## src/rtl/debouncer_bank.sv

```systemverilog
`default_nettype none
// ------------------------------------------------------------------------
// debouncer_bank : per-channel sync + stability debounce, rise/fall pulses
//                  and long-press / auto-repeat hold pulses.  Rev 1.0
// ------------------------------------------------------------------------
module debouncer_bank #(
    parameter int CHANNELS    = 4,
    parameter int COUNT_WIDTH = 8,
    parameter int COUNT_MAX   = 255,
    parameter int HOLD_WIDTH  = 16,
    parameter int HOLD_MAX    = 49999,
    parameter int REPEAT_MAX  = 9999
) (
    input  logic                clk,
    input  logic                rst_n,
    input  logic [CHANNELS-1:0] din,
    input  logic                repeat_en,
    output logic [CHANNELS-1:0] dout,
    output logic [CHANNELS-1:0] rise,
    output logic [CHANNELS-1:0] fall,
    output logic [CHANNELS-1:0] hold
);

    localparam logic [COUNT_WIDTH-1:0] CNT_TERM  = COUNT_WIDTH'(COUNT_MAX);
    localparam logic [COUNT_WIDTH-1:0] CNT_ONE   = COUNT_WIDTH'(1);
    localparam logic [HOLD_WIDTH-1:0]  HOLD_TERM = HOLD_WIDTH'(HOLD_MAX);
    localparam logic [HOLD_WIDTH-1:0]  REP_TERM  = HOLD_WIDTH'(REPEAT_MAX);
    localparam logic [HOLD_WIDTH-1:0]  HCNT_ONE  = HOLD_WIDTH'(1);

    localparam logic [1:0] ST_IDLE   = 2'd0;
    localparam logic [1:0] ST_PRESS  = 2'd1;
    localparam logic [1:0] ST_REPEAT = 2'd2;
    localparam logic [1:0] ST_DONE   = 2'd3;

    for (genvar i = 0; i < CHANNELS; i++) begin : g_ch
        logic                   sync1_q, sync2_q;
        logic                   cand_q, cand_d;
        logic                   dout_q, dout_d;
        logic                   rise_q, rise_d;
        logic                   fall_q, fall_d;
        logic                   hold_q, hold_d;
        logic [COUNT_WIDTH-1:0] cnt_q, cnt_d;
        logic [1:0]             state_q, state_d;
        logic [HOLD_WIDTH-1:0]  hcnt_q, hcnt_d;

        // A new candidate level restarts the count; dout follows once it has held.
        always_comb begin
            cand_d = cand_q;
            cnt_d  = cnt_q;
            dout_d = dout_q;
            if (sync2_q != cand_q) begin
                cand_d = sync2_q;
                cnt_d  = '0;
            end else if (cnt_q == CNT_TERM) begin
                dout_d = cand_q;
            end else begin
                cnt_d = cnt_q + CNT_ONE;
            end
        end

        assign rise_d = dout_d & ~dout_q;
        assign fall_d = ~dout_d & dout_q;

        always_ff @(posedge clk) begin
            if (!rst_n) begin
                sync1_q <= 1'b0;
                sync2_q <= 1'b0;
                cand_q  <= 1'b0;
                cnt_q   <= '0;
                dout_q  <= 1'b0;
                rise_q  <= 1'b0;
                fall_q  <= 1'b0;
            end else begin
                sync1_q <= din[i];
                sync2_q <= sync1_q;
                cand_q  <= cand_d;
                cnt_q   <= cnt_d;
                dout_q  <= dout_d;
                rise_q  <= rise_d;
                fall_q  <= fall_d;
            end
        end

        always_ff @(posedge clk) begin
            if (!rst_n) begin
                state_q <= ST_IDLE;
                hcnt_q  <= '0;
                hold_q  <= 1'b0;
            end else begin
                state_q <= state_d;
                hcnt_q  <= hcnt_d;
                hold_q  <= hold_d;
            end
        end

        // A release overrides whatever the hold timer was doing.
        always_comb begin
            state_d = state_q;
            hcnt_d  = hcnt_q;
            if (fall_d) begin
                state_d = ST_IDLE;
                hcnt_d  = '0;
            end else begin
                case (state_q)
                    ST_IDLE: begin
                        if (rise_d) begin
                            state_d = ST_PRESS;
                            hcnt_d  = '0;
                        end
                    end
                    ST_PRESS: begin
                        if (hcnt_q == HOLD_TERM) begin
                            hcnt_d  = '0;
                            state_d = repeat_en ? ST_REPEAT : ST_DONE;
                        end else begin
                            hcnt_d = hcnt_q + HCNT_ONE;
                        end
                    end
                    ST_REPEAT: begin
                        if (!repeat_en) begin
                            state_d = ST_DONE;
                            hcnt_d  = '0;
                        end else if (hcnt_q == REP_TERM) begin
                            hcnt_d = '0;
                        end else begin
                            hcnt_d = hcnt_q + HCNT_ONE;
                        end
                    end
                    default: begin
                        state_d = state_q;
                    end
                endcase
            end
        end

        always_comb begin
            hold_d = 1'b0;
            if (!fall_d) begin
                case (state_q)
                    ST_PRESS:  hold_d = (hcnt_q == HOLD_TERM);
                    ST_REPEAT: hold_d = repeat_en && (hcnt_q == REP_TERM);
                    default:   hold_d = 1'b0;
                endcase
            end
        end

        assign dout[i] = dout_q;
        assign rise[i] = rise_q;
        assign fall[i] = fall_q;
        assign hold[i] = hold_q;
    end

endmodule
`default_nettype wire

```

## config.mk

```make
export PLATFORM = sky130hd
export DESIGN_NAME = debouncer_bank
export DESIGN_NICKNAME = d
export VERILOG_FILES = /design/src/rtl/debouncer_bank.sv
export SDC_FILE = /design/constraint.sdc
export NUM_CORES = 1
export LEC_CHECK = 0
export ABC_AREA = 0
export CORE_MARGIN = 10
export CORE_UTILIZATION = 50
export DETAILED_ROUTE_END_ITERATION = 7
export GPL_TIMING_DRIVEN = 1
export PLACE_DENSITY = 0.72
export SYNTH_ARGS = -nofsm -noshare
export SYNTH_HDL_FRONTEND = slang
export SYNTH_SLANG_ARGS = --single-unit
```

## constraint.sdc

```tcl
create_clock -name clk -period 3.9 [get_ports clk]
set_clock_uncertainty 0.15 [all_clocks]
set_input_delay 0.78 -clock clk [delete_from_list [all_inputs] [get_ports clk]]
set_output_delay 0.78 -clock clk [all_outputs]
set_load 0.02 [all_outputs]
```

== Yosys cells after proc, flatten, opt, wreduce, memory -nomap -nowiden ==
Cells that the tools add are included.
Widths: inputs -> output; s select.

* Add/subtract/negate cells: 8
* Multipliers: 0
* Div/mod/pow operators: 0
* Order comparisons: 0
* Eq/ne operators: 36
* Shifts and indexed selects: 0
* Mux-type cells: 46
* Bitwise operators: 17
* Reductions and logical operators: 28

{| class="wikitable"
|+ Operator list
! kind !! count
|-
| $mux 16 || 16
|-
| $pmux 16 s3 || 4
|-
| $add 16x1->16 const B || 4
|-
| $eq 16x14->1 const B || 4
|-
| $eq 16x16->1 const B || 4
|-
| $add 8x1->8 const B || 4
|-
| $eq 8x8->1 const B || 4
|-
| $ne 2x2->1 const B || 12
|-
| $pmux 2 s3 || 4
|-
| $mux 2 || 9
|-
| $reduce_and 4->1 || 4
|-
| $reduce_or 2->1 || 8
|-
| $reduce_bool 3->1 || 4
|-
| $mux 1 || 9
|-
| $not 1->1 || 9
|-
| $and 1x1->1 || 8
|-
| $eq 2x1->1 const B || 4
|-
| $eq 2x2->1 const B || 4
|-
| $logic_not 2->1 || 4
|-
| $pmux 1 s2 || 4
|-
| $reduce_and 2->1 || 4
|-
| $logic_and 1x1->1 || 4
|-
| $ne 1x1->1 || 4
|}

* Register bits after elaboration: 132
* Bits in latches: 0
* Memory bits (writable): 0
* Memory bits (read-only): 0
* Input bits: 7
* Output and inout port bits: 16
* Word-level logic and storage cells: 175
* Memories kept: 0

== Logic depth before layout (Yosys ltp) ==
Gate-level depths: netlist of the first run.

* Depth after elaboration: 6
* Gate-level depth with buffers: 10

== Worst setup path after synthesis of the first run ==
Ideal clock, no wire load.

* Kind: input port to flip-flop
* Start point: input rst_n
* End point: register g_ch[3].hcnt_q[11]
* Setup time: 72 ps
* Data arrival time: 2189 ps
* Required time: 3678 ps
* Slack: 1489 ps
* Stages on the path: 10
* Buffers on the path: 4
* Cells stage by stage: buf_6 -> inv_2 -> a31o_2 -> buf_2 -> or2_0 -> clkbuf_1 -> nor3_2 -> buf_2 -> nand4_1 -> mux2i_1

* Word-level cells in the longest chain between the ends: 2

{| class="wikitable"
|+ RTL lines
! item !! RTL line !! text
|-
| from (decl) || 15 || <nowiki>input logic rst_n,</nowiki>
|-
| $not 1->1 (no line) || - ||
|-
| $reduce_or 2->1 (no line) || - ||
|-
| to (signal assigned) || 91 || <nowiki>hcnt_q <= hcnt_d;</nowiki>
|-
| to (decl) || 44 || <nowiki>logic [HOLD_WIDTH-1:0] hcnt_q, hcnt_d;</nowiki>
|}

No other way between the ends.
A chain may end at the register's enable or synchronous reset.

== Worst setup path after layout of the first run ==
* Start point: register g_ch[1].hcnt_q[0]
* End point: register g_ch[1].hcnt_q[4]

* Word-level cells in the longest chain between the ends: 4

{| class="wikitable"
|+ RTL lines
! item !! RTL line !! text
|-
| from (decl) || 44 ||
|-
| from (signal assigned) || 91 ||
|-
| $add 16x1->16 / $eq 16x14->1 (equally long branches) || 116, 126, 123 ||
|-
| $mux 16 || 123 || <nowiki>end else if (hcnt_q == REP_TERM) begin</nowiki>
|-
| $mux 16 || 120 || <nowiki>if (!repeat_en) begin</nowiki>
|-
| $pmux 16 s3 * || 104 || <nowiki>case (state_q)</nowiki>
|}

Mark *: on every way between the ends. The rest lies on a longest branch, timed or not.

==> results of run 1 <==
-- synth_stat cells (all sizes together) (5+ instances only) --
master / number / share of area [%]
xnor2: 22 / 2.8
inv: 25 / 1.4
xor2: 11 / 1.4
or2: 5 / 0.46
or3: 6 / 0.55
nor2: 72 / 4.0
or4: 7 / 0.83
buf: 27 / 2.9
nor2b: 5 / 0.46
and2: 20 / 1.8
nor3b: 7 / 0.77
nor4: 13 / 1.2
clkbuf: 18 / 0.99
mux2i: 13 / 1.9
ha: 24 / 4.4
nand4: 24 / 2.3
dfxtp: 132 / 39
o21ai: 31 / 2.3
a31oi: 8 / 0.73
nor3: 31 / 2.4
a21oi: 33 / 2.4
a211oi: 11 / 1.2
and3: 23 / 2.1
nand2: 67 / 3.7
and4: 10 / 1.3
a22o: 12 / 1.5
a21o: 16 / 1.8
nand3: 55 / 4.1
o31ai: 6 / 0.66
-- routing by layer --
layer | wire (um) | share of wire [%]
met5 | 0 | 0
met4 | 270 | 1.8
met3 | 552 | 3.8
met2 | 7170 | 49
met1 | 6690 | 46
-- worst paths after layout --
path | startpoint | end | slack, ps | cells past startpoint
setup / recovery | g_ch[1].hcnt_q[0] | g_ch[1].hcnt_q[4] | 960 | 8
hold / removal | g_ch[2].sync1_q | g_ch[2].sync2_q | 280 | 1
setup reg to reg | g_ch[1].hcnt_q[0] | g_ch[1].hcnt_q[4] | 960 | 8
hold reg to reg | g_ch[2].sync1_q | g_ch[2].sync2_q | 280 | 1
-- kinds of logic (layout without fill, tap and decap cells) --
group,after synthesis,after routing
AND/OR/NAND/NOR,369,369
AO/OA/AOI/OAI,153,153
flip-flops,132,132
buffers and inverters,71,86
XOR/XNOR,33,33
adder cells (fa/ha/maj),24,24
multiplexers,15,15
-- layout make-up --
| class | instances | area (sq um) |
|---|---|---|
| Timing Repair Buffer | 30 | 280 |
| Inverter | 25 | 93.8 |
| Tap cell | 176 | 220 |
| Clock inverter | 4 | 45.0 |
| Multi-Input combinational cell | 594 | 3780 |
| Clock buffer | 27 | 513 |
| Fill cell | 1176 | 5720 |
| Sequential cell | 132 | 2640 |
-- critical path: stages, from the launching register on --
cell and delay, ps:
dfxtp_1 370, ha_1 210, and4b_1 230, nand3_1 140
o311a_1 370, o211ai_1 610, nor2_1 290, buf_4 240
a22o_1 220
-- flip-flops by register name, indices dropped and copies added, names as in the netlist --
name / cells
g_ch.hcnt_q: 64
g_ch.cnt_q: 32
g_ch.state_q: 8
g_ch.cand_q: 4
g_ch.dout_q: 4
g_ch.fall_q: 4
g_ch.hold_q: 4
g_ch.rise_q: 4
g_ch.sync1_q: 4
g_ch.sync2_q: 4
-- report_power, final --
group | switching, mW | internal (mW) | leakage (nW)
registers | 0.0157 | 1.36 | 1.07
clock network | 0.555 | 0.954 | 0.277
logic | 0.0463 | 0.0334 | 1.36
total | 0.617 | 2.35 | 2.70
==> impl_metrics.yaml, run 1 <==
cts:
  worst_setup_hold_path_clk_slew_ps: 50
  cts_buffers: 17
  post_cts_resized: 0
  cts_root_buf: "clkbuf_16"
  cts.sinks: 132
  cts_tree: "yes"
  insertion_delay_ps: 420
  post_cts_buffers: 0
  cts_buffer_depth: 2
  ctsHtreeMaxLevel: 4
  hold_buffers: 0
critical_path:
  cp_max_fo: 12
  required_ps: 4060
  critPathLaunchType: "flip-flop"
  crit_path_end_kind: "flip-flop"
  arrival_ps: 3100
  crit_type: "reg2reg"
layout:
  final_cell_mix: "132 x dfxtp_1, 71 x nor2_1, 67 x nand2_1, 54 x nand3_1, 33 x a21oi_1"
  nets: 831
  drive_gt1_share_pct: 7.02
  area_delta_synth_final_pct: 11.2
  final_common_cell: "dfxtp_1"
  antenna_cells: 0
  utilization_pct: 57.0
  fin_cells: 988
  fin_area_sq_um: 7570
sta:
  setup_violations: 0
  hold_viol: 0
  rsz0062_at_grt: "no"
  setup_tns_ps: 0
  worstMarginPinSlew_ps: 1050
  hold_ws_ps: 282
  min_period_over_period_pct: 75.4
  max_freq_mhz: 340
  relSlewSlack_pct: 29.3
  period_minus_slack_ps: 2940
  worst_slack_ps: 958
  drv_slew: 0
drt:
  drtAntennaViolNets: 0
  drtIter0Drc: 523
  avgRoutedWirePerCell_um: 14.9
  route.detailed.drc: 0
  viasPerCell: 5.90
  first_pass_iters: 5
  routed_wl_um: 14700
  vias: 5826
global_routing:
  grt_max_degree: 19
  grt_pass1_vias: 5410
  grt_pass1_wl_um: 24600
  grtUsageMet1_pct: 18.7
  busiest_layer: "met2"
  antenna_found_initial: 0
  met3_usage_pct: 4.22
  overflow: 0
  grtUsageMet2_pct: 26.5
  track_usage_pct: 15.8
floorplanning:
  die_area_sq_um: 18700
  rows: 42
  initial_core_util_pct: 51.2
  die_height_um: 137
  die-width_um: 137
  ioPinCount: 23
  core_sq_um: 13300
worst_hold_path:
  holdCritPathClass: "reg2reg"
logic_synthesis:
  ys_async_sr_fraction_pct: 0
  synth_warnings: 0
  yosysSeqAreaShare_pct: 38.8
  synth_edf_count: 0
  synth_xor_area_share_pct: 4.24
  synthMuxAreaShare_pct: 2.24
  synth-main-ff-cell: "dfxtp_1"
  synth.avg_cell_area_sq_um: 8.55
  netlist_instances: 797
  synth_fa_ha_area_share_pct: 4.41
  yosys.area_share.simple_pct: 29.2
  syn_nets: 828
  synth_compound_area_share_pct: 15.4
  synth_top_family_by_area: "simple AND/OR/NAND/NOR gates"
  ys_ff_latch: 132
  yosysUniqueCellTypes: 76
  netlist_area_sq_um: 6810
power:
  total_power_mw: 2.97
  ir_worst_vdd_uv: 296
  leakage_nw: 2.70
  power_density_nw_per_um2: 392
placement:
  portBuffers: 22
  dp_hpwl_um: 10300
  preCtsSetupSlack_ps: 681
  dp_cells: 957
  place_congestion: 0.858
  place_area_sq_um: 7020
run_status:
  outcome: "completed"
job:
  cap_violations: 0
Power figures use the tool's default switching activity.
==> run 2, diff against run 1 <==
clock period = 2.75 ns   (was 3.9 ns; I/O delays follow)
==> impl_metrics.yaml, run 2 (synthesis gave the netlist of run 1 again) <==
run_status:
  outcome: "completed"
critical_path:
  required_ps: 2900
  cp_max_fo: 11
  rr_endpoint: "g_ch[1].hcnt_q[11]"
  r2r_setup_slack_ps: 210
  crit_path_end_kind: "flip-flop"
  critPathLaunchType: "flip-flop"
  arrival_ps: 2690
  crit_type: "reg2reg"
  regToRegStartpoint: "g_ch[1].cnt_q[0]"
  rr_worst_depth: 7
layout:
  reg_top3: "g_ch.hcnt_q x64, g_ch.cnt_q x32, g_ch.state_q x8"
  drive_gt1_share_pct: 9.74
  antenna_cells: 0
  seqCellArea_sq_um: 2640
  nets: 850
  final_cell_mix: "132 x dfxtp_1, 70 x nor2_1, 67 x nand2_1, 54 x nand3_1, 33 x a21oi_1"
  largest_register_ffs: 64
  area_delta_synth_final_pct: 14.1
  regMostFlops: "g_ch.hcnt_q"
  fillCellCount: 1188
  final_common_cell: "dfxtp_1"
  multiInputGateArea_sq_um: 3790
power:
  power_density_nw_per_um2: 563
  switching_power_mw: 0.894
  p_sw_share_pct: 20.4
  leakage_nw: 2.82
  ir_worst_vdd_uv: 414
  internal_power_mw: 3.48
  pwr-share-seq_pct: 44.8
  power_frac_clock_pct: 52.5
  total_power_mw: 4.37
  combPwrFrac_pct: 2.7
sta:
  period_minus_slack_ps: 2540
  rsz0062_at_grt: "no"
  min_period_over_period_pct: 92.3
  worstMarginPinSlew_ps: 612
  setup_tns_ps: 0
  hold_viol: 0
  drv_slew: 0
  max_freq_mhz: 394
  relSlewSlack_pct: 59.1
  setup_violations: 0
cts:
  cts_root_buf: "clkbuf_16"
  worst_setup_hold_path_clk_slew_ps: 50
  cts_buffers: 17
  cts_tree: "yes"
  cts_buffer_depth: 2
  insertion_delay_ps: 410
  ctsHtreeMaxLevel: 4
  cts.sinks: 132
global_routing:
  grt_pass1_wl_um: 25600
  track_usage_pct: 16.4
  grt_pass1_vias: 5678
  overflow: 0
  grt_max_degree: 17
  antenna_found_initial: 0
drt:
  avgRoutedWirePerCell_um: 14.7
  routed_wl_um: 14800
  top_layer_used: "met4"
  drtAntennaViolNets: 0
  route.detailed.drc: 0
  first_pass_iters: 7
  vias: 5900
  drtIter0Drc: 390
  wl_met1_um: 6780
  met3_length_um: 549
  dr_wl_met2_um: 7240
  viasPerCell: 5.85
floorplanning:
  initial_core_util_pct: 51.2
  rows: 42
  ioPinCount: 23
  die-width_um: 137
  die_height_um: 137
  die_area_sq_um: 18700
  core_sq_um: 13300
placement:
  place_congestion: 0.863
  portBuffers: 22
  dp_hpwl_um: 10800
worst_hold_path:
  holdPathStages: 1
  hold_end: "g_ch[3].sync2_q"
  holdCritPathClass: "reg2reg"
  min_from: "g_ch[3].sync1_q"
job:
  cap_violations: 0
## run 2: repair_timing
| action | in CTS | in global routing |
|---|---|---|
| hold buffers | 0 | 0 |
| resized for setup | 0 | 2 |
| setup endpoints to repair | 0 | 16 |
| setup buffers | 0 | 0 |
## run 2: how the worst max path moves through the flow
stage,to,slack (ps),depth (start not counted),startpoint
2_1_floorplan,g_ch[1].hcnt_q[9],470,9,g_ch[1].cnt_q[0]
3_3_place_gp,g_ch[2].hcnt_q[7],120,7,repeat_en
3_5_place_dp,g_ch[2].hcnt_q[7],70,7,repeat_en
4_1_cts,g_ch[0].hcnt_q[2],160,7,g_ch[0].hcnt_q[0]
5_1_grt,g_ch[1].hcnt_q[6],40,7,g_ch[1].cnt_q[0]
6_report,g_ch[1].hcnt_q[11],210,7,g_ch[1].cnt_q[0]
## run 2: power groups by stage
| stage | clock (mW) | combinational, mW | sequential (mW) |
|---|---|---|---|
| floorplan | 0 | 0.0871 | 1.99 |
| global placement | 0 | 0.113 | 2.00 |
| detailed placement | 0 | 0.119 | 2.00 |
| CTS | 2.35 | 0.119 | 1.96 |
| global route | 2.44 | 0.133 | 1.96 |
| finish | 2.30 | 0.118 | 1.96 |
## run 2: critical path, cell delays in order, from the launching register on
cell and delay [ps]:
dfxtp_1 360, ha_1 230, nand4_2 170, or4_4 550, a21o_1 290, nand2_1 270
o21ai_0 160, a22o_1 250
## run 2: final cells by class
| class | count | area share (%) |
|---|---|---|
| Multi-Input combinational cell | 594 | 48.7 |
| Sequential cell | 132 | 34.0 |
| Clock buffer | 23 | 6.15 |
| Timing Repair Buffer | 49 | 5.44 |
| Tap cell | 176 | 2.83 |
| Clock inverter | 9 | 1.63 |
| Inverter | 25 | 1.21 |
## run 2: metal layers
layer | up-vias | GRT usage (%)
met1 | 2838 | 20.1
met4 | 0 | 6.21
met2 | 99 | 26.9
met3 | 23 | 4.36
li1 | 2940 | -
met5 | - | 0
## run 2: stage by stage
stage / cell area (sq um) / hold WS, ps / worst slack (ps) / util, % / cells
detailed placement: 7160 / 275 / 67.5 / 53.8 / 976
floorplan: 6810 / 262 / 468 / - / 797
global route: 7770 / 294 / 35.5 / 58.5 / 1008
CTS: 7760 / 287 / 158 / 58.4 / 1008
global placement: 7160 / 267 / 116 / 53.8 / 976
finish: 7770 / 284 / 211 / 58.5 / 1008
